<file path="config.mk">
export PLATFORM = sky130hd
export DESIGN_NAME = rv32i_multicycle_controller
export DESIGN_NICKNAME = d
export VERILOG_FILES = /design/src/rtl/rv32i_multicycle_controller.sv
export SDC_FILE = /design/constraint.sdc
export NUM_CORES = 1
export LEC_CHECK = 0
export BUFFER_PORTS_ARGS = -buffer_cell sky130_fd_sc_hd__clkbuf_2
export CAP_MARGIN = 20
export CORE_MARGIN = 2
export CORE_UTILIZATION = 40
export CTS_CLUSTER_DIAMETER = 40
export CTS_CLUSTER_SIZE = 10
export DETAILED_ROUTE_END_ITERATION = 16
export GPL_TIMING_DRIVEN = 0
export PLACE_DENSITY = 0.71
export REMOVE_ABC_BUFFERS = 1
export SLEW_MARGIN = 20
export SYNTH_ARGS = -nofsm -noshare
export SYNTH_HDL_FRONTEND = slang
export SYNTH_SLANG_ARGS = --single-unit
</file>
<file path="constraint.sdc">
create_clock -name clk -period 1.3 [get_ports clk]
set_input_delay 0.065 -clock clk [delete_from_list [all_inputs] [get_ports clk]]
set_output_delay 0.065 -clock clk [all_outputs]
set_load 0.005 [all_outputs]
</file>
<file path="src/rtl/rv32i_multicycle_controller.sv">
// -----------------------------------------------------------------------------
// rv32i_multicycle_controller
//
// Main control FSM for the RV32I multicycle core. Instructions are sequenced
// one at a time through fetch, decode, execute, memory and writeback. Each
// cycle the FSM drives the datapath mux selects, the architectural write
// enables and the ALU operation class. Illegal opcodes (and unsupported
// branch funct3 values) trap into a sticky ERROR state that only reset leaves.
//
// Optional feature macro: RV32I_CTRL_UTYPE_EN
//   defined   : LUI / AUIPC decode to their own execute states.
//   undefined : LUI / AUIPC states are not built; those opcodes trap to ERROR.
//
// Parameters
//   PC_START_STATE_FETCH : 1 = leave reset in FETCH, 0 = leave reset parked in
//                          ERROR (only a further reset exits).
//
// Ports
//   clk        in   sole clock, rising edge
//   rst        in   asynchronous, active-low reset
//   ena        in   1 = advance FSM, 0 = hold state and suppress all writes
//   op         in   instr[6:0], valid from DECODE onward
//   funct3     in   instr[14:12]
//   zero       in   ALU zero flag
//   pc_write   out  PC write enable (pc_update | branch & taken)
//   ir_write   out  latch instruction register and PC_old
//   reg_write  out  register-file write enable
//   mem_write  out  data-memory write enable
//   adr_src    out  memory address select: 0 = PC, 1 = result
//   alu_src_a  out  ALU A select: 00 PC, 01 PC_old, 10 rs1, 11 zero
//   alu_src_b  out  ALU B select: 00 rs2, 01 imm_ext, 10 constant 4
//   res_src    out  result select: 00 alu_out, 01 data, 10 alu_result
//   alu_op     out  ALU class: 00 add, 01 sub, 10 decode from funct
//   imm_src    out  immediate format: 000 I, 001 S, 010 B, 011 J, 100 U
//   illegal    out  1 while parked in ERROR
//   retire     out  one-cycle pulse on the last cycle of each instruction
// -----------------------------------------------------------------------------
module rv32i_multicycle_controller #(
    parameter logic PC_START_STATE_FETCH = 1'b1
) (
    input  logic       clk,
    input  logic       rst,
    input  logic       ena,
    input  logic [6:0] op,
    input  logic [2:0] funct3,
    input  logic       zero,
    output logic       pc_write,
    output logic       ir_write,
    output logic       reg_write,
    output logic       mem_write,
    output logic       adr_src,
    output logic [1:0] alu_src_a,
    output logic [1:0] alu_src_b,
    output logic [1:0] res_src,
    output logic [1:0] alu_op,
    output logic [2:0] imm_src,
    output logic       illegal,
    output logic       retire
);

    // Opcodes
    localparam logic [6:0] OP_LOAD   = 7'b0000011;
    localparam logic [6:0] OP_STORE  = 7'b0100011;
    localparam logic [6:0] OP_R      = 7'b0110011;
    localparam logic [6:0] OP_IMM    = 7'b0010011;
    localparam logic [6:0] OP_BRANCH = 7'b1100011;
    localparam logic [6:0] OP_JAL    = 7'b1101111;
    localparam logic [6:0] OP_JALR   = 7'b1100111;
    localparam logic [6:0] OP_LUI    = 7'b0110111;
    localparam logic [6:0] OP_AUIPC  = 7'b0010111;

    localparam logic [2:0] F3_BEQ = 3'b000;
    localparam logic [2:0] F3_BNE = 3'b001;

    // Mux select encodings
    localparam logic [1:0] SRC_A_PC     = 2'b00;
    localparam logic [1:0] SRC_A_PC_OLD = 2'b01;
    localparam logic [1:0] SRC_A_RS1    = 2'b10;
    localparam logic [1:0] SRC_A_ZERO   = 2'b11;

    localparam logic [1:0] SRC_B_RS2  = 2'b00;
    localparam logic [1:0] SRC_B_IMM  = 2'b01;
    localparam logic [1:0] SRC_B_FOUR = 2'b10;

    localparam logic [1:0] RES_ALU_OUT    = 2'b00;
    localparam logic [1:0] RES_DATA       = 2'b01;
    localparam logic [1:0] RES_ALU_RESULT = 2'b10;

    localparam logic [1:0] ALU_ADD   = 2'b00;
    localparam logic [1:0] ALU_SUB   = 2'b01;
    localparam logic [1:0] ALU_FUNCT = 2'b10;

    localparam logic [2:0] IMM_I = 3'b000;
    localparam logic [2:0] IMM_S = 3'b001;
    localparam logic [2:0] IMM_B = 3'b010;
    localparam logic [2:0] IMM_J = 3'b011;
    localparam logic [2:0] IMM_U = 3'b100;

    // ERROR keeps encoding 15 in both builds so a parked core reads the same.
    typedef enum logic [3:0] {
        S_FETCH     = 4'd0,
        S_DECODE    = 4'd1,
        S_MEM_ADR   = 4'd2,
        S_MEM_READ  = 4'd3,
        S_MEM_WB    = 4'd4,
        S_MEM_WRITE = 4'd5,
        S_EXEC_R    = 4'd6,
        S_EXEC_I    = 4'd7,
        S_ALU_WB    = 4'd8,
        S_BRANCH    = 4'd9,
        S_JAL       = 4'd10,
        S_JALR_ADR  = 4'd11,
        S_JALR      = 4'd12,
`ifdef RV32I_CTRL_UTYPE_EN
        S_LUI       = 4'd13,
        S_AUIPC     = 4'd14,
`endif
        S_ERROR     = 4'd15
    } state_t;

    localparam state_t RESET_STATE = PC_START_STATE_FETCH ? S_FETCH : S_ERROR;

    state_t state;
    state_t state_next;

    // Raw per-state controls before ena / reset gating
    logic pc_update;
    logic branch;
    logic ir_w;
    logic reg_w;
    logic mem_w;
    logic retire_w;
    logic illegal_st;
    logic taken;
    logic branch_legal;
    logic en_gate;

    assign taken        = (funct3 == F3_BEQ) ? zero : ~zero;
    assign branch_legal = (funct3 == F3_BEQ) || (funct3 == F3_BNE);

    always_ff @(posedge clk or negedge rst) begin
        if (!rst) begin
            state <= RESET_STATE;
        end else if (ena) begin
            state <= state_next;
        end
    end

    always_comb begin
        state_next = state;
        pc_update  = 1'b0;
        branch     = 1'b0;
        ir_w       = 1'b0;
        reg_w      = 1'b0;
        mem_w      = 1'b0;
        retire_w   = 1'b0;
        illegal_st = 1'b0;
        adr_src    = 1'b0;
        alu_src_a  = SRC_A_PC;
        alu_src_b  = SRC_B_RS2;
        res_src    = RES_ALU_OUT;
        alu_op     = ALU_ADD;

        case (state)
            S_FETCH: begin
                ir_w       = 1'b1;
                alu_src_b  = SRC_B_FOUR;
                res_src    = RES_ALU_RESULT;
                pc_update  = 1'b1;
                state_next = S_DECODE;
            end
            S_DECODE: begin
                // PC_old + imm lands in alu_out for BRANCH / JAL to use
                alu_src_a = SRC_A_PC_OLD;
                alu_src_b = SRC_B_IMM;
                case (op)
                    OP_LOAD, OP_STORE: state_next = S_MEM_ADR;
                    OP_R:              state_next = S_EXEC_R;
                    OP_IMM:            state_next = S_EXEC_I;
                    OP_BRANCH:         state_next = S_BRANCH;
                    OP_JAL:            state_next = S_JAL;
                    OP_JALR:           state_next = S_JALR_ADR;
`ifdef RV32I_CTRL_UTYPE_EN
                    OP_LUI:            state_next = S_LUI;
                    OP_AUIPC:          state_next = S_AUIPC;
`endif
                    default:           state_next = S_ERROR;
                endcase
            end
            S_MEM_ADR: begin
                alu_src_a  = SRC_A_RS1;
                alu_src_b  = SRC_B_IMM;
                // op[5] separates store (0100011) from load (0000011)
                state_next = op[5] ? S_MEM_WRITE : S_MEM_READ;
            end
            S_MEM_READ: begin
                adr_src    = 1'b1;
                state_next = S_MEM_WB;
            end
            S_MEM_WB: begin
                res_src    = RES_DATA;
                reg_w      = 1'b1;
                retire_w   = 1'b1;
                state_next = S_FETCH;
            end
            S_MEM_WRITE: begin
                adr_src    = 1'b1;
                mem_w      = 1'b1;
                retire_w   = 1'b1;
                state_next = S_FETCH;
            end
            S_EXEC_R: begin
                alu_src_a  = SRC_A_RS1;
                alu_src_b  = SRC_B_RS2;
                alu_op     = ALU_FUNCT;
                state_next = S_ALU_WB;
            end
            S_EXEC_I: begin
                alu_src_a  = SRC_A_RS1;
                alu_src_b  = SRC_B_IMM;
                alu_op     = ALU_FUNCT;
                state_next = S_ALU_WB;
            end
            S_ALU_WB: begin
                reg_w      = 1'b1;
                retire_w   = 1'b1;
                state_next = S_FETCH;
            end
            S_BRANCH: begin
                alu_src_a = SRC_A_RS1;
                alu_src_b = SRC_B_RS2;
                alu_op    = ALU_SUB;
                retire_w  = 1'b1;
                // Only beq / bne are supported; anything else traps and
                // must not redirect the PC on the way out.
                if (branch_legal) begin
                    branch     = 1'b1;
                    state_next = S_FETCH;
                end else begin
                    state_next = S_ERROR;
                end
            end
            S_JAL, S_JALR: begin
                // alu_out holds the target; ALU computes the link PC_old+4
                alu_src_a  = SRC_A_PC_OLD;
                alu_src_b  = SRC_B_FOUR;
                pc_update  = 1'b1;
                state_next = S_ALU_WB;
            end
            S_JALR_ADR: begin
                alu_src_a  = SRC_A_RS1;
                alu_src_b  = SRC_B_IMM;
                state_next = S_JALR;
            end
`ifdef RV32I_CTRL_UTYPE_EN
            S_LUI: begin
                alu_src_a  = SRC_A_ZERO;
                alu_src_b  = SRC_B_IMM;
                state_next = S_ALU_WB;
            end
            S_AUIPC: begin
                alu_src_a  = SRC_A_PC_OLD;
                alu_src_b  = SRC_B_IMM;
                state_next = S_ALU_WB;
            end
`endif
            S_ERROR: begin
                illegal_st = 1'b1;
                state_next = S_ERROR;
            end
            default: begin
                state_next = S_ERROR;
            end
        endcase
    end

    always_comb begin
        case (op)
            OP_LOAD, OP_IMM, OP_JALR: imm_src = IMM_I;
            OP_STORE:                 imm_src = IMM_S;
            OP_BRANCH:                imm_src = IMM_B;
            OP_JAL:                   imm_src = IMM_J;
            OP_LUI, OP_AUIPC:         imm_src = IMM_U;
            default:                  imm_src = IMM_I;
        endcase
    end

    // Reset is folded in combinationally so no write or retire can escape
    // between the asynchronous assert and the next clock edge.
    assign en_gate   = ena & rst;
    assign pc_write  = (pc_update | (branch & taken)) & en_gate;
    assign ir_write  = ir_w & en_gate;
    assign reg_write = reg_w & en_gate;
    assign mem_write = mem_w & en_gate;
    assign retire    = retire_w & en_gate;
    assign illegal   = illegal_st & rst;

endmodule

</file>
# After elaboration in Yosys (flattened, before gate mapping)

Cells that the tools add are included.
Widths: inputs -> output; s select.

Register bits: 4
Logic and storage cells: 68

Bitwise operators: 10
Reductions and logical operators: 15
Muxes and demuxes: 19
Equal/unequal tests: 23

Operators by type and width:

| operator           | number |
|---|---|
| $pmux 4 s8         | 1 |
| $eq 4x4->1 const B | 6 |
| $pmux 4 s6         | 1 |
| $eq 7x6->1 const B | 3 |
| $eq 7x7->1 const B | 3 |
| $eq 4x3->1 const B | 4 |
| $pmux 2 s2         | 4 |
| $eq 7x5->1 const B | 2 |
| $pmux 3 s4         | 1 |
| $reduce_or 4->1    | 3 |
| $mux 1             | 10 |
| $reduce_or 2->1    | 5 |
| $reduce_or 3->1    | 3 |
| $and 1x1->1        | 8 |
| $eq 4x2->1 const B | 2 |
| $eq 7x2->1 const B | 1 |
| $reduce_or 5->1    | 1 |
| $eq 4x1->1 const B | 1 |
| $logic_not 4->1    | 1 |
| $mux 4             | 1 |
| $eq 3x1->1 const B | 1 |
| $logic_not 3->1    | 1 |
| $mux 3             | 1 |
| $logic_or 1x1->1   | 1 |
| other kinds (2)    | 2 |

# Depth between registers and ports, before layout

Gate-level depths: netlist of the first run.

Depth in word-level cells: 7
Gate-level depth with buffers: 6

# Least setup slack after synthesis of the first run

No wires, ideal clock.

Path type: register to output
Start: register state[1]
End: output pc_write
Path buffers: 1
Slack: -0.030 ns
Cell stages (with the launch flop): 6
Arrival time: 1.265 ns
Cell sequence: dfrtp_1 -> buf_6 -> nor2b_4 -> or3_1 -> a21oi_2 -> o21ba_1

Cells in the longest elaborated chain, start to end: 5

RTL lines:

| item                                                              | line     | text |
|---|---|---|
| from (decl)                                                       | 123      | `state_t state;` |
| from (signal assigned)                                            | 145      | `state <= state_next;` |
| $eq 4x4->1 / $logic_not 4->1 (equally long branches)              | 164      | `case (state)` |
| $reduce_or 3->1 (no source line) / $mux 1 (equally long branches) | n/a      |  |
| $mux 1 / $and 1x1->1 (equally long branches)                      | 164, 291 |  |
| $or 1x1->1 (*)                                                    | 291      | `assign pc_write = (pc_update \| (branch & taken)) & en_gate;` |
| $and 1x1->1 (*)                                                   | 291      |  |
| to (decl)                                                         | 47       | `output logic pc_write,` |

Mark *: on every way between the ends. The rest lies on a longest branch, timed or not.

# Worst setup path in the final report of the first run

Start: register state[3]
End: output pc_write

Same word-level chain as after synthesis.

==> impl_metrics.ini, run 1 <==
[outcome]
status = finished, violations left
violations = setup timing

[final_layout]
num_antenna_cells = 0
nets = 148
reg_top3 = state (4)
area_growth_pct = 52.2
largest_register_ffs = 4
layout_commonest_cell = clkbuf_2
regMostFlops = state
final_util_pct = 65.8
layout.cells.most_common_list = 27 x clkbuf_2, 10 x nand2_1, 9 x buf_4
finalNonFillerCells = 148
layout-drive-gt1-share_pct = 51.5
final_area_um2 = 1010
fill_cells = 134

[routing]
drc = 0
wl_per_cell_um = 13.2
viasPerCell = 5.71
wl_um = 1960
drt_first_pass_iters = 4
postRouteAntennaNets = 0
vias = 845
drtIter0Drc = 8

[clock_network]
cts_tree = built
clk_pin_slew_worst_paths_ns = 0.04
cts.path.max_buffers = 2
htree_levels = 1
clkLatencyLatePin_ns = 0.25
root_buffer = clkbuf_4
cts_made_buffers = 3
clock-sinks = 4

[critical_path]
reg2reg_depth = 5
arrival_ns = 1.55
critPathRequiredTime_ns = 1.24
start_kind = flip-flop
r2r_slack_ns = -0.16
path_max_fanout = 4
reg2reg_from = state[1]$_DFFE_PN0P_
setup.worst_path.class = flip-flop to output port
r2r_end = state[1]$_DFFE_PN0P_
crit_path_end_kind = output port

[yosys]
ys_async_sr_fraction_pct = 100
syn_area_um2 = 667
synth.avg_cell_area_um2 = 7.02
ys_ff_latch = 4
yosysSeqAreaShare_pct = 15.0
yosysWarnings = 0
synth_flop_cell = dfrtp_1
postSynthCellCount = 95
synth_edf_count = 0
synth_cell_types = 41

[min_path]
min_to = state[0]$_DFFE_PN0P_
min_path_type = primary input to flip-flop
hp-start = ena
whs_path_depth = 3

[global_routing]
track_usage_pct = 20.8
grt_overflow_total = 0
grt_start_max_net_pins = 15
grt_pass1_wl_um = 3140
grt_pass1_vias = 748
antenna_found_initial = 0

[die]
start_util_pct = 43.3
fp-row-count = 14
boundaryPins = 32
coreArea_um2 = 1540
die_y_um = 44.8
die_area_um2 = 2010
chipWidth_um = 44.8

[pwr]
power.total_mw = 2.05
p_switching_uw = 968
power.share.combinational_pct = 77.3
pwr-share-seq_pct = 14.7
swShare_pct = 47.1
irDropWorstVdd_mv = 0.850
p_leak_nw = 0.478
p_clk_share_pct = 8.1
power_density_nw_per_um2 = 2020
p_int_mw = 1.09

[sta]
finalCritPeriodShare_pct = 124
skew_ns = 0.00884
timing.fmax_ghz = 0.620
tightest_slew_ns = 0.291
post-route-worst-setup-slack_ns = -0.312
setup_viol = 13
hold_violations = 0
slew_violations = 0
relSlewSlack_pct = 80.3
rsz0062_at_grt = true
finalCriticalPeriod_ns = 1.61

[placement]
numPortBuffers = 31
dp_cells = 132
dp_slack_ns = -0.412
dpl.hpwl_um = 1240
place.gp.congestion = 0.757
placed_area_um2 = 785

[run]
maxCapViolations = 0
## worst max-delay path, stage by stage, from the launching register on
cell and delay (ns):
dfrtp_2 0.43, nor2b_4 0.14, or3_4 0.36, a21oi_2 0.14, o21ba_1 0.12, clkbuf_2 0.10
## worst max path at each step
stage / startpoint / end / slack [ns]
5_1_grt: state[1]$_DFFE_PN0P_ / pc_write / -0.36
3_5_place_dp: state[3]$_DFFE_PN0P_ / pc_write / -0.41
2_1_floorplan: state[3]$_DFFE_PN0P_ / pc_write / -0.16
4_1_cts: state[3]$_DFFE_PN0P_ / pc_write / -0.29
3_3_place_gp: state[3]$_DFFE_PN0P_ / pc_write / -0.38
6_report: state[3]$_DFFE_PN0P_ / pc_write / -0.31
## what timing repair did
action,CTS,global route
buffers inserted,11,2
pin swaps,4,4
setup endpoints to repair,19,18
hold buffers,1,0
hold endpoints to repair,4,0
gates resized for setup,19,13
## logic make-up after synthesis
family / after synthesis / share of synthesized area (%)
flip-flops: 4 / 15.0
XOR/XNOR: 4 / 5.25
AND/OR/NAND/NOR: 46 / 41.1
buffers and inverters: 14 / 10.9
AO/OA/AOI/OAI: 27 / 27.8
## through the flow
stage          hold WS, ns  TNS [ns]
6_report             0.161     -2.03
5_1_grt              0.176     -2.97
4_1_cts              0.149     -1.71
3_5_place_dp        -0.106     -2.03
3_3_place_gp        -0.109     -1.71
2_1_floorplan       -0.231    -0.352
## area by class of cell
cell class / count / area [um2] / area share [%]
flip-flops and latches: 4 / 105 / 10.4
multi-input cells: 77 / 586 / 57.7
inverters: 4 / 15.0 / 1.48
repair buffers: 44 / 267 / 26.3
clock buffers: 3 / 22.5 / 2.22
well taps: 16 / 20.0 / 1.97
## routing by layer
metal  vias to the layer above  track usage [%]  wire, um
met5                         -                0         0
met4                         0             6.47        31
met3                         5             2.80        94
met2                        26             40.3      1020
met1                       385             23.2       808
li1                        429                -         -
## power by group through the flow
| stage | sequential [mW] | clock [mW] | combinational, mW |
|---|---|---|---|
| 3_3_place_gp | 0.458 | 0 | 0.839 |
| 3_5_place_dp | 0.463 | 0 | 0.865 |
| 4_1_cts | 0.294 | 0.153 | 1.47 |
| 2_1_floorplan | 0.394 | 0 | 0.593 |
| 6_report | 0.301 | 0.166 | 1.59 |
| 5_1_grt | 0.310 | 0.175 | 1.73 |
## synthesized netlist by cell type, drive strengths merged, types with 2 or more instances
cell | instances | area share [%]
nor3 | 6 | 6.0
xnor2 | 2 | 2.6
xor2 | 2 | 2.6
o22ai | 2 | 1.9
clkbuf | 4 | 2.3
inv | 4 | 2.3
nand2 | 11 | 6.2
nor4b | 2 | 2.6
dfrtp | 4 | 15
o21ba | 2 | 3.0
o21ai | 7 | 5.3
nand2b | 3 | 3.9
nor2 | 5 | 2.8
nand3 | 4 | 3.0
a21oi | 6 | 5.1
and3 | 3 | 2.8
nor2b | 3 | 3.9
buf | 6 | 6.4
nor4 | 4 | 3.8
Power figures use the tool's default switching activity.
==> inputs of run 2 (changes only) <==
--- a/config.mk
+++ b/config.mk
@@ -5,10 +5,11 @@
 export SDC_FILE = /design/constraint.sdc
 export NUM_CORES = 1
 export LEC_CHECK = 0
+export ABC_AREA = 1
 export BUFFER_PORTS_ARGS = -buffer_cell sky130_fd_sc_hd__clkbuf_2
 export CAP_MARGIN = 20
 export CORE_MARGIN = 2
-export CORE_UTILIZATION = 40
+export CORE_UTILIZATION = 39
 export CTS_CLUSTER_DIAMETER = 40
 export CTS_CLUSTER_SIZE = 10
 export DETAILED_ROUTE_END_ITERATION = 16
==> constraint.sdc (replaced) <==
create_clock -name clk -period 1.3 [get_ports clk]
set_input_delay 0.065 -clock clk [delete_from_list [all_inputs] [get_ports clk]]
set_output_delay 0.065 -clock clk [all_outputs]
set_load 0.02 [all_outputs]
==> impl_metrics.ini, run 2 <==
[outcome]
status = finished, violations left
violations = setup timing

[critical_path]
critPathRequiredTime_ns = 1.24
reg2reg_depth = 8
reg2reg_from = state[1]$_DFFE_PN0P_
arrival_ns = 1.46
start_kind = flip-flop
crit_path_end_kind = output port
r2r_end = state[3]$_DFFE_PN0P_
setup.worst_path.class = flip-flop to output port
r2r_slack_ns = 0
path_max_fanout = 5

[sta]
hold_violations = 0
finalCritPeriodShare_pct = 118
finalCriticalPeriod_ns = 1.53
relSlewSlack_pct = 80.7
post-route-worst-setup-slack_ns = -0.230
timing.fmax_ghz = 0.654
whs_ns = 0.148
setup_viol = 14
skew_ns = 0.00142
rsz0062_at_grt = true
tightest_slew_ns = 0.289
slew_violations = 0

[final_layout]
layout.cells.most_common_list = 24 x nor2_1, 20 x nand2_1, 18 x clkbuf_2
num_antenna_cells = 0
multi_input_area_um2 = 497
regMostFlops = state
reg_top3 = state (4)
finalNonFillerCells = 172
largest_register_ffs = 4
layout_commonest_cell = nor2_1
nets = 172
fill_cells = 137
final_util_pct = 66.5
layout-drive-gt1-share_pct = 53.8
regArea_um2 = 105
final_area_um2 = 990
area_growth_pct = 61.8

[pwr]
power_density_nw_per_um2 = 2200
pwr-share-seq_pct = 16.1
p_clk_share_pct = 6.9
p_switching_mw = 1.16
power.total_mw = 2.17
irDropWorstVdd_mv = 1.20
p_int_mw = 1.01
swShare_pct = 53.5
power.share.combinational_pct = 77.0
p_leak_nw = 0.554

[clock_network]
htree_levels = 1
root_buffer = clkbuf_4
cts_made_buffers = 3
clock-sinks = 4
clk_pin_slew_worst_paths_ns = 0.04
cts.path.max_buffers = 2
clkLatencyLatePin_ns = 0.23
cts_tree = built

[yosys]
syn_area_um2 = 612
netlist_top_cells_count = 30 x nand2_1, 28 x nor2_1, 16 x inv_1
netlist_top_cells_area = nand2_1 18%, nor2_1 17%, dfrtp_1 16%
synth.avg_cell_area_um2 = 5.32
yosysWarnings = 0
synth_edf_count = 0
synth_flop_cell = dfrtp_1
ys_async_sr_fraction_pct = 100
yosysSeqAreaShare_pct = 16.4
ys_ff_latch = 4
synth.most_common_cell = nand2_1
postSynthCellCount = 115
synth_cell_types = 23
synth_top_area_cell = nand2_1
synth_top_area_share_pct = 18.4

[placement]
placed_area_um2 = 779
place.gp.congestion = 0.863
dp_cells = 161
numPortBuffers = 31
dpl.hpwl_um = 1370

[routing]
wl_per_cell_um = 10.2
viasPerCell = 4.85
wl_um = 1750
vias = 834
drc = 0
postRouteAntennaNets = 0
drt_first_pass_iters = 4
drtIter0Drc = 19

[die]
chipWidth_um = 43.6
coreArea_um2 = 1490
start_util_pct = 41.1
fp-row-count = 14
die_area_um2 = 1900
die_y_um = 43.6
boundaryPins = 32

[global_routing]
grt_start_max_net_pins = 9
grt_overflow_total = 0
antenna_found_initial = 0
use_met1_pct = 25.7
met3_usage_pct = 1.25
track_usage_pct = 19.6
grt_pass1_wl_um = 2910
grt_pass1_vias = 726
use_met2_pct = 34.4
grt.busiest_layer = met2

[min_path]
min_to = state[0]$_DFFE_PN0P_
hp-start = ena
whs_path_depth = 3
min_path_type = primary input to flip-flop

[run]
maxCapViolations = 0
[run 2: cell count changes after synthesis, sizes merged, moves of 4 or more]
cell,delta
buf,-5
clkbuf,-4
inv,+15
nand2,+22
nor2,+28
o21ai,-5
[run 2: layout make-up]
class / count / share of cell area (%)
multi-input combinational: 90 / 50.2
timing repair buffer: 39 / 27.1
sequential: 4 / 10.6
inverter: 20 / 7.84
clock buffer: 3 / 2.28
tap: 16 / 2.02
[run 2: critical path: stages, from the launching register on]
cell     delay, ns
dfrtp_2       0.43
inv_2         0.08
nor2_2        0.14
nand2_2       0.11
inv_1         0.10
a31oi_2       0.08
nor2_1        0.14
buf_4         0.16
[run 2: per-layer routing]
layer	wire [um]	share of wire (%)	up-vias
met1	737	42	371
met2	917	53	22
met4	17	0.97	0
met3	75	4.3	2
met5	0	0	-
li1	-	-	439
[run 2: timing repair]
item	CTS	global route
endpoints found under the hold margin	4	0
buffers inserted	3	4
hold buffers	1	0
endpoints found under the setup margin	15	19
pin swaps	5	9
gates resized for setup	31	24
[run 2: power by group through the flow]
stage               registers (mW)  clock network [mW]  logic (mW)
floorplan                    0.277                   0       0.890
global placement             0.306                   0        1.17
detailed placement           0.308                   0        1.18
CTS                          0.341               0.158        1.44
global route                 0.362               0.166        1.82
finish                       0.350               0.149        1.67
[run 2: how the worst max path moves through the flow]
stage / from / end / slack [ns] / cells after the start
3_5_place_dp: state[1]$_DFFE_PN0P_ / pc_write / -0.08 / 8
5_1_grt: state[3]$_DFFE_PN0P_ / pc_write / -0.32 / 7
4_1_cts: state[2]$_DFFE_PN0P_ / pc_write / -0.22 / 8
2_1_floorplan: state[3]$_DFFE_PN0P_ / retire / -0.03 / 3
6_report: state[3]$_DFFE_PN0P_ / pc_write / -0.23 / 7
3_3_place_gp: state[1]$_DFFE_PN0P_ / pc_write / -0.05 / 8
[run 2: cell families after synthesis]
family	synth area share, %
xor+xnor	1.43
compound gates	13.3
buf+inv	13.5
simple gates	55.4
flops	16.4
[run 2: metrics by stage]
stage               worst slack [ns]  setup TNS, ns
finish                        -0.230          -1.20
CTS                           -0.224          -1.29
floorplan                    -0.0347        -0.0649
global placement             -0.0546        -0.0546
detailed placement           -0.0797        -0.0797
global route                  -0.323          -2.47
==> inputs of run 3 (changes only) <==
--- a/config.mk
+++ b/config.mk
@@ -10,12 +10,13 @@
 export CAP_MARGIN = 20
 export CORE_MARGIN = 2
 export CORE_UTILIZATION = 39
-export CTS_CLUSTER_DIAMETER = 40
+export CTS_CLUSTER_DIAMETER = 100
 export CTS_CLUSTER_SIZE = 10
 export DETAILED_ROUTE_END_ITERATION = 16
 export GPL_TIMING_DRIVEN = 0
 export PLACE_DENSITY = 0.71
 export REMOVE_ABC_BUFFERS = 1
+export SETUP_SLACK_MARGIN = 0.02
 export SLEW_MARGIN = 20
 export SYNTH_ARGS = -nofsm -noshare
 export SYNTH_HDL_FRONTEND = slang
==> impl_metrics.ini, run 3 (synthesis results as in run 2) <==
[critical_path]
critPathRequiredTime_ns = 1.24
arrival_ns = 1.46
critical_path.cell_chain = buf_12 > nor2_4 > nand2_4 > inv_4 > a31oi_1 > nor2_1 > buf_4
cp_top_family = flip-flops
setup.worst_path.class = flip-flop to output port
path_max_fanout = 6
start_kind = flip-flop
cpMaxStageDelayCell = dfrtp_2
path_buf_inv = 3
slowest_delay_ns = 0.47
crit_path_end_kind = output port

[final_layout]
largest_register_ffs = 4
layout-drive-gt1-share_pct = 56.5
num_antenna_cells = 0
finalNonFillerCells = 177
nets = 177
reg_top3 = state (4)
area_growth_pct = 77.3
layout.cells.most_common_list = 22 x nand2_1, 22 x nor2_1, 18 x buf_4
regMostFlops = state

[sta]
tightest_slew_ns = 0.359
timing.fmax_ghz = 0.654
skew_ns = 0.00142
post-route-worst-setup-slack_ns = -0.228
whs_ns = 0.159
rsz0062_at_grt = true
slew_violations = 0
hold_violations = 0
finalCriticalPeriod_ns = 1.53
setup_viol = 17
relSlewSlack_pct = 76.0
finalCritPeriodShare_pct = 118

[global_routing]
track_usage_pct = 20.1
grt_pass1_wl_um = 2990
grt_overflow_total = 0
grt_pass1_vias = 743
antenna_found_initial = 0
grt_start_max_net_pins = 9

[routing]
viasPerCell = 4.98
postRouteAntennaNets = 0
drt_first_pass_iters = 4
wl_per_cell_um = 11.1
wl_um = 1960
vias = 882
drc = 0
drtIter0Drc = 18

[placement]
place.gp.congestion = 0.863
dp_cells = 161
dp_slack_ns = -0.0797
dpl.hpwl_um = 1370
numPortBuffers = 31

[pwr]
irDropWorstVdd_mv = 1.19
p_leak_nw = 0.596
power.total_mw = 2.48
power_density_nw_per_um2 = 2280

[run]
maxCapViolations = 0

[clock_network]
cts_made_buffers = 3
clock-sinks = 4
cts.path.max_buffers = 2
htree_levels = 1
clk_pin_slew_worst_paths_ns = 0.04
cts_tree = built
root_buffer = clkbuf_4
clkLatencyLatePin_ns = 0.23

[die]
chipWidth_um = 43.6
start_util_pct = 41.1
boundaryPins = 32
die_y_um = 43.6
die_area_um2 = 1900
fp-row-count = 14
coreArea_um2 = 1490

[outcome]
status = finished, violations left
violations = setup timing

[min_path]
min_path_type = primary input to flip-flop
run 3: cell count changes in the layout (fill, tap and decap cells not counted), moves of 2 or more:
| cell | delta |
|---|---|
| inv_4 | +2 |
| buf_4 | +7 |
| buf_6 | +2 |
| nor2_1 | -2 |
| clkbuf_2 | -2 |
| nand2_2 | -3 |
| clkbuf_4 | -3 |
| nand2_1 | +2 |
run 3: final timing paths:
kind / start / endpoint / slack (ns) / cells past startpoint
max: state[1]$_DFFE_PN0P_ / pc_write / -0.23 / 7
min: ena / state[3]$_DFFE_PN0P_ / 0.16 / 3
max reg2reg: state[1]$_DFFE_PN0P_ / state[3]$_DFFE_PN0P_ / -0.10 / 9
min reg2reg: state[2]$_DFFE_PN0P_ / state[2]$_DFFE_PN0P_ / 0.61 / 2
max in group asynchronous: rst / state[2]$_DFFE_PN0P_ / 0.89 / 2
min in group asynchronous: rst / state[3]$_DFFE_PN0P_ / 0.22 / 2
run 3: timing repair:
item	CTS	global route
pin swaps	6	17
setup buffers	4	8
gates resized for setup	33	39
hold endpoints to repair	4	0
hold buffers	1	0
setup endpoints to repair	16	19
run 3: area by class of cell:
| class | count | area, um2 |
|---|---|---|
| Tap cell | 16 | 20.0 |
| Multi-Input combinational cell | 90 | 524 |
| Sequential cell | 4 | 105 |
| Inverter | 20 | 82.6 |
| Clock buffer | 3 | 22.5 |
| Fill cell | 118 | 404 |
| Timing Repair Buffer | 44 | 330 |
run 3: stage by stage:
step           utilization (%)  area, um2  TNS (ns)
5_1_grt                   72.9       1080     -2.85
3_5_place_dp              52.4        779   -0.0797
6_report                  72.9       1080     -1.60
3_3_place_gp              52.4        779   -0.0546
2_1_floorplan                -        604   -0.0649
4_1_cts                   61.9        922     -1.33
run 3: where the power goes:
group | internal (mW) | leakage, nW | switching, mW
Clock | 0.103 | 0.0138 | 0.0464
Combinational | 0.892 | 0.540 | 1.10
Sequential | 0.203 | 0.0419 | 0.135
Total | 1.20 | 0.596 | 1.28
run 3: worst min-delay path: stages:
cell and delay [ns]:
clkbuf_2 0.13, nor2_1 0.10, a21oi_1 0.05
run 3: metal layers:
layer / wire, um / vias to the layer above / share of wire [%] / GRT usage (%)
li1: - / 450 / - / -
met5: 0 / - / 0 / 0
met4: 17 / 0 / 0.87 / 6.06
met1: 814 / 404 / 42 / 25.7
met2: 1050 / 26 / 54 / 35.6
met3: 75 / 2 / 3.8 / 1.67
